$ cat config.mk
export PLATFORM = sky130hd
export DESIGN_NAME = ems_page_loader
export DESIGN_NICKNAME = d
export VERILOG_FILES = /design/src/rtl/ems_pkg.sv /design/src/rtl/ems_wb_watchdog.sv /design/src/rtl/ems_page_loader.sv
export SDC_FILE = /design/constraint.sdc
export NUM_CORES = 1
export LEC_CHECK = 0
export ABC_AREA = 1
export CORE_AREA = 4 4 101 84
export DETAILED_ROUTE_END_ITERATION = 10
export DIE_AREA = 0 0 105 88
export GPL_TIMING_DRIVEN = 0
export PLACE_DENSITY = 0.79
export SYNTH_ARGS = -nofsm -noshare
export SYNTH_HDL_FRONTEND = slang
export SYNTH_SLANG_ARGS = --single-unit
export TNS_END_PERCENT = 5
$ cat constraint.sdc
create_clock -name wb_clk -period 1.73 [get_ports wb_clk]
set_clock_uncertainty 0.1 [all_clocks]
set_input_delay 0.173 -clock wb_clk [delete_from_list [all_inputs] [get_ports wb_clk]]
set_output_delay 0.173 -clock wb_clk [all_outputs]
set_load 0.1 [all_outputs]
$ cat src/rtl/ems_pkg.sv
// Shared definitions for the EMS page loader: state encoding, page geometry
// and the byte-lane select driven on every WISHBONE cycle.
package ems_pkg;

    localparam int         EMS_NUM_PAGES = 4;
    localparam int         EMS_PAGE_W    = 8;
    localparam logic [1:0] EMS_LANE_SEL  = 2'b01;

    typedef enum logic [2:0] {
        ST_IDLE   = 3'd0,
        ST_WR_REQ = 3'd1,
        ST_WR_GAP = 3'd2,
        ST_RD_REQ = 3'd3,
        ST_RD_GAP = 3'd4,
        ST_FINISH = 3'd5
    } ems_state_e;

    // Register n of the page table lives in byte lane n.
    function automatic logic [EMS_PAGE_W-1:0] page_byte(
        input logic [EMS_NUM_PAGES*EMS_PAGE_W-1:0] pages,
        input logic [1:0]                          idx
    );
        page_byte = pages[{idx, 3'b000} +: EMS_PAGE_W];
    endfunction

endpackage

$ cat src/rtl/ems_wb_watchdog.sv
// Per-cycle ack watchdog: counts edges with stb high and no ack, and flags
// expiry on the edge that would make the count reach TIMEOUT.
import ems_pkg::*;

module ems_wb_watchdog #(
    parameter int TIMEOUT = 16
) (
    input  logic i_clk,
    input  logic i_rst,
    input  logic i_clear,
    input  logic i_stb,
    input  logic i_ack,
    output logic o_expired
);

    logic [7:0] r_cnt;

    // Edge counter, held at zero whenever no cycle is outstanding.
    always_ff @(posedge i_clk) begin
        if (i_rst || i_clear) begin
            r_cnt <= 8'd0;
        end else if (i_stb && !i_ack) begin
            r_cnt <= r_cnt + 8'd1;
        end
    end

    assign o_expired = i_stb && !i_ack && (r_cnt == 8'(TIMEOUT - 1));

endmodule

$ cat src/rtl/ems_page_loader.sv
// WISHBONE initiator that writes four EMS page registers from a packed table
// and optionally reads them back, with a per-cycle ack watchdog.
import ems_pkg::*;

module ems_page_loader #(
    parameter bit VERIFY  = 1'b1,
    parameter int TIMEOUT = 16
) (
    input  logic        wb_clk,
    input  logic        wb_rst,
    input  logic        start_i,
    input  logic [31:0] pages_i,
    output logic        busy_o,
    output logic        done_o,
    output logic        err_o,
    output logic [1:0]  err_idx_o,
    output logic [1:0]  wb_adr_o,
    output logic [15:0] wb_dat_o,
    input  logic [15:0] wb_dat_i,
    output logic [1:0]  wb_sel_o,
    output logic        wb_cyc_o,
    output logic        wb_stb_o,
    output logic        wb_we_o,
    input  logic        wb_ack_i
);

    ems_state_e  r_state;
    logic [31:0] r_pages;
    logic [1:0]  r_idx;
    logic        r_busy;
    logic        r_done;
    logic        r_err;
    logic [1:0]  r_err_idx;
    logic        r_stb;
    logic        r_we;
    logic [1:0]  r_sel;
    logic [15:0] r_dat;

    logic [1:0]  w_next_idx;
    logic [7:0]  w_cur_byte;
    logic [7:0]  w_next_byte;
    logic        w_mismatch;
    logic        w_expired;

    assign w_next_idx  = r_idx + 2'd1;
    assign w_cur_byte  = page_byte(r_pages, r_idx);
    assign w_next_byte = page_byte(r_pages, w_next_idx);
    // Only the low byte lane carries register data.
    assign w_mismatch  = (wb_dat_i & 16'h00FF) != {8'h00, w_cur_byte};

    ems_wb_watchdog #(
        .TIMEOUT (TIMEOUT)
    ) u_watchdog (
        .i_clk     (wb_clk),
        .i_rst     (wb_rst),
        .i_clear   (!r_stb),
        .i_stb     (r_stb),
        .i_ack     (wb_ack_i),
        .o_expired (w_expired)
    );

    // Sequencer: every WISHBONE output is a register updated here.
    always_ff @(posedge wb_clk) begin
        if (wb_rst) begin
            r_state   <= ST_IDLE;
            r_pages   <= 32'h0000_0000;
            r_idx     <= 2'd0;
            r_busy    <= 1'b0;
            r_done    <= 1'b0;
            r_err     <= 1'b0;
            r_err_idx <= 2'd0;
            r_stb     <= 1'b0;
            r_we      <= 1'b0;
            r_sel     <= 2'b00;
            r_dat     <= 16'h0000;
        end else begin
            r_done <= 1'b0;
            case (r_state)
                ST_IDLE: begin
                    if (start_i) begin
                        r_pages   <= pages_i;
                        r_err     <= 1'b0;
                        r_err_idx <= 2'd0;
                        r_idx     <= 2'd0;
                        r_state   <= ST_WR_REQ;
                    end
                end
                ST_WR_REQ, ST_RD_REQ: begin
                    // Entry from IDLE arrives with stb low: open the first cycle.
                    if (!r_stb) begin
                        r_busy <= 1'b1;
                        r_stb  <= 1'b1;
                        r_sel  <= EMS_LANE_SEL;
                        r_we   <= (r_state == ST_WR_REQ);
                        r_dat  <= {8'h00, w_cur_byte};
                    end else if (wb_ack_i) begin
                        r_stb <= 1'b0;
                        r_sel <= 2'b00;
                        r_we  <= 1'b0;
                        r_dat <= 16'h0000;
                        if (r_state == ST_RD_REQ) begin
                            if (w_mismatch && !r_err) begin
                                r_err     <= 1'b1;
                                r_err_idx <= r_idx;
                            end
                            r_state <= ST_RD_GAP;
                        end else begin
                            r_state <= ST_WR_GAP;
                        end
                    end else if (w_expired) begin
                        r_stb  <= 1'b0;
                        r_sel  <= 2'b00;
                        r_we   <= 1'b0;
                        r_dat  <= 16'h0000;
                        if (!r_err) begin
                            r_err     <= 1'b1;
                            r_err_idx <= r_idx;
                        end
                        r_busy  <= 1'b0;
                        r_done  <= 1'b1;
                        r_state <= ST_FINISH;
                    end
                end
                ST_WR_GAP: begin
                    if (r_idx != 2'd3) begin
                        r_idx   <= w_next_idx;
                        r_stb   <= 1'b1;
                        r_sel   <= EMS_LANE_SEL;
                        r_we    <= 1'b1;
                        r_dat   <= {8'h00, w_next_byte};
                        r_state <= ST_WR_REQ;
                    end else if (VERIFY) begin
                        r_idx   <= 2'd0;
                        r_stb   <= 1'b1;
                        r_sel   <= EMS_LANE_SEL;
                        r_we    <= 1'b0;
                        r_dat   <= 16'h0000;
                        r_state <= ST_RD_REQ;
                    end else begin
                        r_busy  <= 1'b0;
                        r_done  <= 1'b1;
                        r_state <= ST_FINISH;
                    end
                end
                ST_RD_GAP: begin
                    if (r_idx != 2'd3) begin
                        r_idx   <= w_next_idx;
                        r_stb   <= 1'b1;
                        r_sel   <= EMS_LANE_SEL;
                        r_we    <= 1'b0;
                        r_dat   <= 16'h0000;
                        r_state <= ST_RD_REQ;
                    end else begin
                        r_busy  <= 1'b0;
                        r_done  <= 1'b1;
                        r_state <= ST_FINISH;
                    end
                end
                ST_FINISH: begin
                    r_state <= ST_IDLE;
                end
                default: begin
                    r_state <= ST_IDLE;
                end
            endcase
        end
    end

    assign busy_o    = r_busy;
    assign done_o    = r_done;
    assign err_o     = r_err;
    assign err_idx_o = r_err_idx;
    assign wb_adr_o  = r_idx;
    assign wb_dat_o  = r_dat;
    assign wb_sel_o  = r_sel;
    assign wb_cyc_o  = r_stb;
    assign wb_stb_o  = r_stb;
    assign wb_we_o   = r_we;

endmodule

# Word level (Yosys, flattened, before mapping)
# Cells that the tools add are included.
# W data, S select, Z words.
# word_totals
in_bits	52
reg_bits	70
elab_cells	112
# op_classes
n_eq_ne	18
n_mux	57
n_reduce_logical	21
n_addsub	2
shift	2
# op_table
op	n
$mux W16	4
$shiftx A32 B6 Y8	2
$pmux W16 S3	1
$mux W2	14
$mux W1	22
$mux W3	6
$ne A3 B3 Y1 const B	4
$pmux W2 S3	2
$pmux W3 S4	1
$ne A2 B2 Y1 const B	5
$reduce_and A3 Y1	3
$add A8 B1 Y8 const B	1
$eq A8 B4 Y1 const B	1
$mux W8	1
$ne A8 B8 Y1	1
$reduce_and A7 Y1	1
$eq A3 B2 Y1 const B	2
$ne A3 B2 Y1 const B	2
$pmux W1 S2	3
$pmux W1 S3	2
$reduce_and A6 Y1	1
$reduce_bool A3 Y1	2
$ne A4 B3 Y1 const B	1
$pmux W2 S2	1
11 further kinds	17

# Longest topological paths before layout
# logic_depth
ltp_word	8
ltp_mapped	17
ltp_nobuf	16

# By module
# Synthesis repeated with hierarchy kept, for this count alone.
# unflattened
hier_cells	497
area_unflattened_um2	3354.5
# modules_own_cells
module	area_per_inst_um2	cells_each	seq_area_each_um2	n_inst
ems_page_loader	2954.1	441	1061.0	1
ems_wb_watchdog	400.4	56	160.2	1

# Worst setup path before layout
# No wires, ideal clock.
# synth_path
path_kind	reg2reg
startpoint	reg r_stb, in the netlist wb_cyc_o
endpoint	reg r_dat[0], in the netlist wb_dat_o[0]
t_required_ns	1.511
slack_ns	-0.689
stages_incl_launch_ff	11
setup_time_ns	0.119
n_path_buf	1
t_arrival_ns	2.200
cell_sequence	dfxtp_1 > inv_2 > nor2_4 > nand2_2 > nor3_4 > nand3_2 > nand3_1 > nand2_1 > buf_2 > a211oi_1 > nor2_1
# synth_between
elab_chain_cells	4
elab_cells_between_ends	6
cone_classes	1 x eq/ne; 2 x mux; 3 x reduce/logical
# synth_rtl
item	line_no	text
start, declared	ems_page_loader.sv:34	logic r_stb;
start signal, assigned	ems_page_loader.sv:72	r_stb <= 1'b0;
start signal, assigned	ems_page_loader.sv:92	r_stb <= 1'b1;
start signal, assigned	ems_page_loader.sv:97	r_stb <= 1'b0;
$logic_and A1 B1 Y1 (2 in a row)	ems_wb_watchdog.sv:27	assign o_expired = i_stb && !i_ack && (r_cnt == 8'(TIMEOUT - 1));
$ne A4 B3 Y1 (no line)	n/a	
$reduce_and A3 Y1 (no line)	n/a	
end signal, assigned	ems_page_loader.sv:95	r_dat <= {8'h00, w_cur_byte};
end signal, assigned	ems_page_loader.sv:130	r_dat <= {8'h00, w_next_byte};
end, declared	ems_page_loader.sv:37	logic [15:0] r_dat;
# Parallel ways exist; a longest one is shown, timed or not.
# A chain may end at the register's enable or synchronous reset.

# Worst setup path in the final report
# layout_path
startpoint	reg r_idx[0], in the netlist wb_adr_o[0]
endpoint	reg r_err_idx[0], in the netlist err_idx_o[0]
# layout_between
elab_chain_cells	5
elab_cells_between_ends	12
cone_classes	2 x eq/ne; 1 x shift; 7 x mux; 2 x reduce/logical
# layout_rtl
item	line_no	text
start, declared	ems_page_loader.sv:29	logic [1:0] r_idx;
start signal, assigned	ems_page_loader.sv:126	r_idx <= w_next_idx;
start signal, assigned	ems_page_loader.sv:147	r_idx <= w_next_idx;
$shiftx A32 B6 Y8 (tied with other cells)	ems_pkg.sv:23	page_byte = pages[{idx, 3'b000} +: EMS_PAGE_W];
$ne A8 B8 Y1 (tied with other cells)	ems_page_loader.sv:49	assign w_mismatch = (wb_dat_i & 16'h00FF) != {8'h00, w_cur_byte};
$logic_and A1 B1 Y1 / $mux W2 (equally long branches)	ems_page_loader.sv:102, ems_page_loader.sv:96	
$ne A3 B3 Y1 (no line) / $mux W2 (equally long branches)	n/a	
$reduce_and A7 Y1 (no line) / $pmux W2 S2 (equally long branches)	n/a	
end signal, assigned	ems_page_loader.sv:104	r_err_idx <= r_idx;
end signal, assigned	ems_page_loader.sv:117	r_err_idx <= r_idx;
end, declared	ems_page_loader.sv:33	logic [1:0] r_err_idx;
# Parallel ways exist; a longest one is shown, timed or not. The select of a mux whose other input is x is not followed.

==> results_dict.tcl <==
set metrics [dict create \
    antenna_cells 0 \
    crit_arrival_ps 2040 \
    area_growth_pct 39.5 \
    min-delay-path-class "in -> reg" \
    grt_max_degree 14 \
    boundaryPins 80 \
    clk_path_buf_depth 2 \
    grt_usage_pct 21.8 \
    period_minus_slack_ps 1890 \
    status "finished, violations left" \
    wirelength_um 10500 \
    layout-drive-gt1-share_pct 24.0 \
    ys_ff_latch 61 \
    worstMarginPinSlew_ps 961 \
    netlist_instances 492 \
    core_mm2 0.00736 \
    drc 0 \
    fill_cells 631 \
    clock_latency_ps 360 \
    tns_ps -1790 \
    maxCapViolations 0 \
    die_w_um 105 \
    yosysUniqueCellTypes 36 \
    rsz0062_at_grt "true" \
    syn_area_mm2 0.00329 \
    leakagePower_uw 0.00195 \
    end_kind "flip-flop" \
    synth_edf_count 0 \
    clock-sinks 61 \
    ys_top_cells_by_area "dfxtp_1 (37%), nand2_1 (12%), a21oi_1 (8.7%)" \
    numCtsBuffers 9 \
    power_density_mw_per_mm2 1910 \
    dp_hpwl_um 7310 \
    ys_seq_area_share_pct 37.1 \
    clock.fmax_mhz 530 \
    wl_per_cell_um 15.4 \
    finalHoldViolCount 0 \
    die_area_mm2 0.00924 \
    tritoncts "yes" \
    grt_overflow 0 \
    antenna_found_initial 0 \
    initial_core_util_pct 44.8 \
    fin_nets 636 \
    dr_total_vias 3664 \
    final_max_slew_viol_count 0 \
    netlist.area_leader.share_pct 37.1 \
    worst_slack_ps -155 \
    crit_type "reg -> reg" \
    final_util_pct 62.5 \
    async_flop_share_pct 0 \
    required_ps 1890 \
    ir_drop_v 0.000640 \
    ant_nets 0 \
    syn_avg_cell_area_um2 6.70 \
    grt_pass1_wl_um 15900 \
    die_h_um 88 \
    synth_ff_type "dfxtp_1" \
    cts_max_level 3 \
    max-slew-margin-rel_pct 36.2 \
    setup_viol 21 \
    period_share_pct 109 \
    clk_pin_slew_ps 80 \
    cts_root_buf "clkbuf_8" \
    crit_fanout 6 \
    io_buffers 60 \
    yosysWarnings 0 \
    startpoint_type "flip-flop" \
    synth_area_leader_cell "dfxtp_1" \
    rows 28 \
    synthTopCellsByCount "nand2_1 (102), dfxtp_1 (61), a21oi_1 (57), o21ai_0 (52), inv_1 (47)" \
    synth.most_common_cell "nand2_1" \
    violations "setup timing" \
    drt-pass1-iter-count 5 \
    gp_congestion 0.984 \
    routed_via_density 5.41 \
    drt_iter0_drc 316 \
    first_global_vias 3252 \
]
cell families after synthesis:
| family | Yosys count | synth area share (%) |
|---|---|---|
| other cells | 1 | 0.114 |
| buf+inv | 91 | 12.6 |
| flops | 61 | 37.1 |
| compound gates | 128 | 20.6 |
| fa+ha+maj | 2 | 0.759 |
| simple gates | 209 | 28.8 |
layer usage:
metal	track usage [%]	vias up	part of all wire, %
li1	-	1789	-
met4	6.32	0	2.2
met3	6.78	23	9.6
met2	33.7	174	44
met1	29.6	1678	44
met5	0	-	0
layout by cell type (no fill, tap or decap), types with 14 or more instances in the layout:
cell type        Yosys  routed
clkdlybuf4s50_1      0      41
nand2_1            102      83
nand3_1             44      31
nand3_2              2      14
nor2_1              35      31
buf_4               11      21
o21ai_0             52      48
nand2_2              3      19
inv_1               47      46
a21oi_1             57      56
dfxtp_1             61      57
final cells by class:
| type | count | area (µm²) | share of cell area [%] |
|---|---|---|---|
| Tap cell | 90 | 113 | 2.45 |
| Multi-Input combinational cell | 348 | 1930 | 41.9 |
| Sequential cell | 61 | 1230 | 26.8 |
| Inverter | 56 | 223 | 4.84 |
| Buffer | 35 | 245 | 5.33 |
| Clock inverter | 6 | 48.8 | 1.06 |
| Clock buffer | 10 | 149 | 3.24 |
| Timing Repair Buffer | 71 | 659 | 14.3 |
where the power goes:
part	switching (µW)	internal, µW	total, µW	leakage [µW]
sequential	285	1790	2080	0.000503
clock	651	626	1280	0.000103
combinational	3760	1670	5430	0.00134
sequential cells by signal, indices dropped and copies added (netlist names):
signal and count:
u_watchdog.r_cnt 8, wb_adr_o 2, r_state 3, err_idx_o 2, wb_sel_o 1, r_pages 32, wb_cyc_o 1, busy_o 1
err_o 1, wb_dat_o 8, wb_we_o 1, done_o 1
critical path, stage by stage (launching register included):
cell,delay [ps]
dfxtp_4,370
buf_6,140
inv_8,50
clkbuf_16,160
nand2_2,70
nand3_2,100
nand2_2,110
nand2_2,40
nand2_1,60
nand2_1,60
nor2_1,80
nand2_1,60
nand2_1,70
nand2_2,80
nand3_2,80
nand2_1,50
inv_1,60
nor2_2,40
through the flow:
| stage | hold slack, ps | worst slack, ps | power [µW] | cell area, µm² | instances |
|---|---|---|---|---|---|
| final | 72.2 | -155 | 8780 | 4600 | 677 |
| after global routing | 105 | -317 | 9310 | 4600 | 677 |
| after CTS | 87.5 | -147 | 8090 | 4310 | 668 |
| after detailed placement | 361 | -550 | 6700 | 4050 | 650 |
| after global placement | 353 | -525 | 6630 | 4050 | 650 |
| after floorplan | 225 | -147 | 5560 | 3340 | 500 |
timing repair:
item,CTS,global route
gates cloned,0,1
pin swaps,3,13
setup endpoints to repair,34,56
hold buffers,0,0
setup buffers,2,8
endpoints found under the hold margin,0,0
resized for setup,47,80
path summary, 6_finish.rpt:
path,start,slack (ps),endpoint,cells after the start
setup / recovery,wb_adr_o[0],-160,err_idx_o[0],17
hold / removal,wb_rst,70,r_pages[20],2
setup reg to reg,wb_adr_o[0],-160,err_idx_o[0],17
hold reg to reg,u_watchdog.r_cnt[0],370,u_watchdog.r_cnt[0],1
Note: power is estimated with default switching activity, not from simulation.
